## src/rtl/movegen_sequencer.sv

```systemverilog
// movegen_sequencer: control FSM for one move-generation pass over the square array.
//
// On start it pulses sq_clear for one cycle. It then holds sq_enable for PROP_CYCLES cycles.
// After that it scans every (square, direction) index through the external move mux.
// Qualifying words leave on a valid/ready stream. done pulses once at the end of a
// completed pass. Square-major scan order; directions 0..7 are U, D, L, R, UL, UR, DL, DR.
//
// Optional feature macro: MOVEGEN_SKIP_EMPTY_EN
//   defined   - zero move words are skipped and never occupy the output slot
//   undefined - every scanned word is emitted, zeros included
//
// Ports:
//   clk, rst_n        clock, asynchronous active-low reset
//   start             begin a pass (sampled only in IDLE)
//   engine_color_in   side to move, latched on an accepted start
//   abort             terminate the current pass, back to IDLE without done
//   sq_clear          one-cycle clear strobe to the array
//   sq_enable         array enable, high for PROP_CYCLES cycles
//   engine_color      latched side to move
//   sq_sel, dir_sel   scan index driving the external move mux
//   move_word         selected move word (combinational from sq_sel/dir_sel)
//   move_data         emitted move word
//   move_valid        move_data is valid
//   move_ready        downstream accepts the word
//   busy              high in every state except IDLE
//   done              one-cycle pulse when a pass completes
//   move_count        accepted words in the current or last pass (saturating)

module movegen_sequencer #(
  parameter int unsigned NUM_SQUARES = 4,
  parameter int unsigned NUM_DIRS    = 8,
  parameter int unsigned PROP_CYCLES = 8,
  parameter int unsigned COUNT_W     = 8,
  localparam int unsigned SQ_W = (NUM_SQUARES > 1) ? $clog2(NUM_SQUARES) : 1
) (
  input  logic               clk,
  input  logic               rst_n,
  input  logic               start,
  input  logic               engine_color_in,
  input  logic               abort,
  output logic               sq_clear,
  output logic               sq_enable,
  output logic               engine_color,
  output logic [SQ_W-1:0]    sq_sel,
  output logic [2:0]         dir_sel,
  input  logic [31:0]        move_word,
  output logic [31:0]        move_data,
  output logic               move_valid,
  input  logic               move_ready,
  output logic               busy,
  output logic               done,
  output logic [COUNT_W-1:0] move_count
);

  localparam int unsigned PROP_W = (PROP_CYCLES > 1) ? $clog2(PROP_CYCLES) : 1;

  typedef enum logic [2:0] {
    StIdle,
    StClear,
    StProp,
    StCollect,
    StDrain,
    StDone
  } state_e;

  state_e              state_q;
  logic [PROP_W-1:0]   prop_cnt_q;
  logic [SQ_W-1:0]     sq_q;
  logic [2:0]          dir_q;
  logic [31:0]         data_q;
  logic                valid_q;
  logic                color_q;
  logic [COUNT_W-1:0]  count_q;

  logic slot_free;
  logic handshake;
  logic qualify;
  logic last_idx;

  // The output slot can take a new word when it is empty or its word leaves this cycle.
  assign slot_free = !valid_q || move_ready;
  assign handshake = valid_q && move_ready;
  assign last_idx  = (sq_q == SQ_W'(NUM_SQUARES - 1)) && (dir_q == 3'(NUM_DIRS - 1));

`ifdef MOVEGEN_SKIP_EMPTY_EN
  assign qualify = (move_word != 32'd0);
`else
  assign qualify = 1'b1;
`endif

  always_ff @(posedge clk or negedge rst_n) begin
    if (!rst_n) begin
      state_q    <= StIdle;
      prop_cnt_q <= '0;
      sq_q       <= '0;
      dir_q      <= '0;
      data_q     <= '0;
      valid_q    <= 1'b0;
      color_q    <= 1'b0;
      count_q    <= '0;
    end else begin
      if (handshake) begin
        valid_q <= 1'b0;
        if (count_q != {COUNT_W{1'b1}}) begin
          count_q <= count_q + 1'b1;
        end
      end

      if (state_q != StIdle && abort) begin
        state_q <= StIdle;
        valid_q <= 1'b0;
      end else begin
        unique case (state_q)
          StIdle: begin
            if (start && !abort) begin
              state_q <= StClear;
              color_q <= engine_color_in;
              count_q <= '0;
              sq_q    <= '0;
              dir_q   <= '0;
            end
          end
          StClear: begin
            state_q    <= StProp;
            prop_cnt_q <= PROP_W'(PROP_CYCLES - 1);
          end
          StProp: begin
            if (prop_cnt_q == '0) begin
              state_q <= StCollect;
            end else begin
              prop_cnt_q <= prop_cnt_q - 1'b1;
            end
          end
          StCollect: begin
            if (slot_free) begin
              if (qualify) begin
                data_q  <= move_word;
                valid_q <= 1'b1;
              end else begin
                valid_q <= 1'b0;
              end
              if (last_idx) begin
                state_q <= StDrain;
              end else if (dir_q == 3'(NUM_DIRS - 1)) begin
                dir_q <= '0;
                sq_q  <= sq_q + 1'b1;
              end else begin
                dir_q <= dir_q + 3'd1;
              end
            end
          end
          StDrain: begin
            if (slot_free) begin
              state_q <= StDone;
            end
          end
          StDone: begin
            state_q <= StIdle;
          end
          default: begin
            state_q <= StIdle;
          end
        endcase
      end
    end
  end

  // Moore controls decoded from the state register.
  assign sq_clear     = (state_q == StClear);
  assign sq_enable    = (state_q == StProp);
  assign busy         = (state_q != StIdle);
  assign done         = (state_q == StDone);
  assign engine_color = color_q;
  assign sq_sel       = sq_q;
  assign dir_sel      = dir_q;
  assign move_data    = data_q;
  assign move_valid   = valid_q;
  assign move_count   = count_q;

endmodule
```

## config.mk

```make
export PLATFORM = sky130hd
export DESIGN_NAME = movegen_sequencer
export DESIGN_NICKNAME = d
export VERILOG_FILES = /design/src/rtl/movegen_sequencer.sv
export SDC_FILE = /design/constraint.sdc
export NUM_CORES = 1
export LEC_CHECK = 0
export BUFFER_PORTS_ARGS = -buffer_cell sky130_fd_sc_hd__buf_2
export CAP_MARGIN = 20
export CORE_AREA = 2 2 72 74
export CTS_BUF_LIST = sky130_fd_sc_hd__clkbuf_16
export DETAILED_ROUTE_END_ITERATION = 16
export DIE_AREA = 0 0 74 76
export PLACE_DENSITY_LB_ADDON = 0.25
export RECOVER_POWER = 25
export REMOVE_ABC_BUFFERS = 1
export SYNTH_ARGS = -nofsm -noshare
export SYNTH_HDL_FRONTEND = slang
export SYNTH_SLANG_ARGS = --single-unit
```

## constraint.sdc

```tcl
create_clock -name clk -period 2.6 [get_ports clk]
set_input_delay 0.26 -clock clk [delete_from_list [all_inputs] [get_ports clk]]
set_output_delay 0.26 -clock clk [all_outputs]
set_load 0.005 [all_outputs]
```

* Word level (Yosys, flattened, before mapping)
Index checks and enable logic that the tools add are counted.
** Cells by class
- Add/sub/neg operators :: 4
- Multiply operators :: 0
- Divide/modulo/power cells :: 0
- Magnitude comparators :: 0
- Eq/ne operators :: 18
- Shift operators :: 0
- Mux-type cells :: 28
- Bitwise gates (word level) :: 1
- Reduce and logical (&&, ||, !) cells :: 18
** Operators with widths (number)
- 8-bit 2-to-1 mux :: 5
- 3-bit 2-to-1 mux :: 11
- 3-bit case mux with 5 select lines :: 1
- 3-bit != test, second input constant :: 4
- 3-bit case mux with 2 select lines :: 2
- 2-bit != test, second input constant :: 5
- 5-bit AND reduction :: 2
- 3-bit equality test, second input constant :: 3
- 3-bit AND reduction :: 3
- 8-bit by 1-bit adder with 8-bit output, second input constant :: 1
- 2-bit 2-to-1 mux :: 4
- 8-bit != test, second input constant :: 1
- 3-bit by 2-bit equality test with 1-bit output, second input constant :: 2
- 3-bit logical NOT :: 2
- 6-bit AND reduction :: 1
- 1-bit logical AND :: 4
- 1-bit 2-to-1 mux :: 4
- 2-bit case mux with 2 select lines :: 1
- 2-bit nonzero test :: 2
- 3-bit by 1-bit adder with 3-bit output, second input constant :: 1
- 3-bit by 1-bit equality test with 1-bit output, second input constant :: 1
- 3-bit by 1-bit != test with 1-bit output, second input constant :: 1
- 3-bit nonzero test :: 1
- 3-bit by 1-bit subtractor with 3-bit output, second input constant :: 1
- other kinds (5) :: 6
** Word-level totals
- Register bits after elaboration :: 53
- Latch bits :: 0
- RAM bits :: 0
- Memory bits (read-only) :: 0
- Input port bits :: 38
- Output and inout bits :: 51
- Logic and storage cells :: 77
- Memories kept :: 0

* Depth between registers and ports, before layout
- Depth in word-level cells :: 6
- Mapped depth :: 7
- Mapped depth without buffers :: 6

* Worst setup path after synthesis
OpenSTA, ideal clock, no wires.
- Path kind :: reg2reg
- From :: register state_q[2]
- To :: register color_q (netlist: engine_color)
- Setup time :: 125 ps
- Data arrival time :: 1489 ps
- Required time :: 2475 ps
- Setup slack :: 986 ps
- Cell stages (with the launch flop) :: 6
- Buffers on the path :: 2
- Clock period less this slack :: 1614 ps
- Cells stage by stage :: dfrtp_1 -> buf_4 -> or3_4 -> nor2_2 -> buf_4 -> mux2_2
** Between the ends
- Longest elaborated chain between the ends :: 4
- Elaborated cells on any way between the ends :: 5
- Classes of those cells :: 1 x bitwise; 4 x reduce/logical
** Ends and longest elaborated chain
- start: declaration :: line 66 : state_e state_q;
- start signal: assignment :: line 93 : state_q <= StIdle;
- start signal: assignment :: line 110 : state_q <= StIdle;
- start signal: assignment :: line 116 : state_q <= StClear;
- 3-bit nonzero test
- named net busy :: line 50 : output logic busy,
- 1-bit logical AND :: line 109 : if (state_q != StIdle && abort) begin
- 1-bit inverter (no line)
- 3-bit AND reduction (no line)
- end signal: assignment :: line 117 : color_q <= engine_color_in;
- end: declaration :: line 72 : logic color_q;
The timed path passes the listed nets, and every way through them passes these cells.
A chain may end at the register's enable or synchronous reset.

* Final worst setup path
- From :: register state_q[1]
- To :: register data_q[8] (netlist: move_data[8])
** Between the ends
- Longest elaborated chain between the ends :: 4
- Elaborated cells on any way between the ends :: 5
- Classes of those cells :: 1 x eq/ne; 1 x bitwise; 3 x reduce/logical
** Ends and longest elaborated chain
- 3-bit nonzero test :: line 109
- 1-bit logical AND :: line 109
- 1-bit inverter (no line)
- 3-bit AND reduction (no line) (*)
- end signal: assignment :: line 137 : data_q <= move_word;
- end: declaration :: line 70 : logic [31:0] data_q;
Every way passes the cells marked *; elsewhere a longest branch is shown, timed or not.

==> metrics.txt <==
status=finished, final reports clean; CTS tree=yes; asr flop ratio synth=100.0%; met2 WL=2.314 mm; initial antenna violation count=0; max-cap check violation count=0; crit path kind=reg2reg; DRC=0; Clock Pin Slew Worst Setup and Hold Paths=0.06 ns; root buffer cell=clkbuf_16; VDD IR max=0.0006521 V; Synth Instances=264; row count=26; Yosys top cell by area=dfrtp_1; # Post-CTS Setup Buffers=0; Yosys cell types=45; Leak Pwr=1.706 nW; die height=76 um; number of global-route vias before repair=1879; Die ar.=5624 um^2; Final min period=1.992 ns; worst skew pair latency=~0.28 ns; unrepaired setup endpoints after global routing=false; top post-synthesis cells by area=dfrtp_1, nand2_1, ha_1; most common cell in the synthesized netlist=nand2_1; synthesized area=2457 um^2; top cells by count, synth=nand2_1, dfrtp_1, nor2_1, nor3_1, ha_1; final WL=4.948 mm; Startpoint Class=flip-flop; Setup-failing EPs final=0; DR vias/cell=4.924; skew final=~0.0037 ns; WL met1=2.212 mm; hpwl dp=about 3.6 mm; fill cell count=about 440; clock buffer depth=2; worst hold path type=in2reg; DRT iter0 DRCs=100; largest net degree at the start of global routing=54; synthesized flop and latch total=53; global-route wire length before repair=about 8.4 mm; Hold Vio Cnt, Final=0; setup tns final=0 ns; Placer Congestion=slightly above 0.8; part of the cycle the worst path needs=76.61%; highest clock rate=502.0 MHz; Detailed Routing Iterations Pass 1=4; Crit path required time=~2.8 ns; clock power share=approximately a quarter; Nets=395; Comb pwr share=26.9%; GRT overflow=0; Sinks on Clock Net=53; kind of end point of the critical path=flip-flop; htree depth=2; Sw Share=29.83%; post-DR wirelength/cell=11.75 um; max-slew violation count=0; YS warnings=0; Arrival @ worst endpoint=~2.2 ns; power share of the sequential group=49.0%; Worst Max-Slew Pin Slew=1.260 ns; Area growth, synth to finish=24.19%; met3 routed WL=between 300 and 400 um; Starting Density=between 50% and 60%; Int Pwr=0.001799 W; Rel. slew slack=between 10% and 20%; GRT Overall Usage=~19%; number of CTS-inserted buffers=5; sequential share of the synthesized area=a little over half; max layer used=met4; P_sw=0.0007649 W; via count=2073; pwr dens=840.2 nW/um^2; PostCTS Resize Cnt=0; DRT antenna net count=0; Worst Path Max Fanout=22; Ports=89; Core Box Area=4912 um^2; Buffers on Ports=88; Syn Area/Cell=9.308 um^2; final core utilization=62.12%; antenna diode count=0; Synth top area share=53.97%; Primary FF master, synth=dfrtp_1; fraction of layout cells with a size suffix above 1=30.20%; CTS Hold Bufs=0; overall power=0.002564 W; Post-synth EDFFs=0; die width=between 70 and 80 um
path summary, 6_finish.rpt:
check	start	cells after the start	slack [ns]	endpoint
worst min-delay path	move_word[17]	3	0.16	move_data[17]$_DFFE_PN0P_
worst max-delay path	state_q[1]$_DFFE_PN0P_	5	0.61	move_data[8]$_DFFE_PN0P_
max in group asynchronous	rst_n	2	1.51	move_valid$_DFF_PN0_
worst min register to register	move_data[25]$_DFFE_PN0P_	2	0.46	move_data[25]$_DFFE_PN0P_
min in group asynchronous	rst_n	2	0.32	prop_cnt_q[1]$_DFFE_PN0P_
worst max register to register	state_q[1]$_DFFE_PN0P_	5	0.61	move_data[8]$_DFFE_PN0P_
layer usage:
metal | track usage (%) | up-vias
met5 | 0 | -
met4 | 4.727 | 0
met3 | 6.481 | 6
met2 | 29.64 | 63
met1 | 24.03 | 960
li1 | - | 1044
state kept, by name, summed over array words and instances (netlist names):
register,cells
sq_sel,2
engine_color,1
move_data,32
dir_sel,3
state_q,3
prop_cnt_q,3
move_count,8
move_valid,1
stage by stage:
| stage | setup WS (ns) | cells | hold WS (ns) | cell area [um^2] |
|---|---|---|---|---|
| after floorplan | 0.4569 | 252 | -0.03559 | 2360 |
| after global placement | 0.6535 | 414 | 0.4176 | 2918 |
| after detailed placement | 0.6087 | 414 | 0.4239 | 2918 |
| after CTS | 0.6052 | 421 | 0.1176 | 3054 |
| after global routing | 0.4397 | 421 | 0.1584 | 3052 |
| final | 0.6080 | 421 | 0.1604 | 3052 |
critical path, stage by stage (launching register included):
cell	delay [ns]
dfrtp_1	0.55
nand2_1	0.26
or3_1	0.61
buf_4	0.30
nand2_1	0.09
nand2_1	0.06
area by class of cell:
cell class	count	area [um^2]	share of cell area (%)
clock buffers	5	125.1	4.100
clock inverters	2	11.26	0.3690
inverters	5	18.77	0.6150
multi-input cells	194	1015	33.25
flip-flops and latches	53	1326	43.46
well taps	70	87.58	2.870
repair buffers	92	467.9	15.33
placed cells by master (no fill, tap or decap), types with 2 or more instances in the layout:
| cell type | netlist | final |
|---|---|---|
| a211oi_1 | 2 | 2 |
| a21oi_1 | 5 | 5 |
| a22o_2 | 2 | 2 |
| a2bb2oi_1 | 3 | 3 |
| and2_1 | 2 | 2 |
| buf_2 | 4 | 88 |
| buf_4 | 2 | 3 |
| clkbuf_16 | 0 | 5 |
| dfrtp_1 | 53 | 53 |
| ha_1 | 6 | 6 |
| inv_1 | 5 | 5 |
| mux2i_1 | 3 | 3 |
| nand2_1 | 104 | 104 |
| nand2b_1 | 4 | 4 |
| nand3_1 | 4 | 4 |
| nand4_1 | 2 | 2 |
| nor2_1 | 17 | 17 |
| nor3_1 | 7 | 7 |
| o211ai_1 | 2 | 2 |
| o21ai_0 | 4 | 4 |
| o22ai_1 | 3 | 3 |
| or3_1 | 2 | 2 |
| xor2_1 | 2 | 2 |
cell families (layout without fill, tap and decap cells):
group,after synthesis,count (layout),share of synthesized area [%]
buffers and inverters,17,104,4.735
AO/OA/AOI/OAI,28,28,8.147
flip-flops,53,53,53.97
XOR/XNOR,3,3,1.069
multiplexers,5,5,2.138
adder cells (fa/ha/maj),6,6,3.055
AND/OR/NAND/NOR,152,152,26.88
power groups by stage:
stage | sequential, W | clock, W | combinational, W
after CTS | 0.00126 | 0.000640 | 0.000705
final | 0.00126 | 0.000617 | 0.000691
after global placement | 0.00127 | 0 | 0.000682
after global routing | 0.00130 | 0.000681 | 0.000793
after floorplan | 0.00128 | 0 | 0.000304
after detailed placement | 0.00127 | 0 | 0.000709
Power figures use the tool's default switching activity.
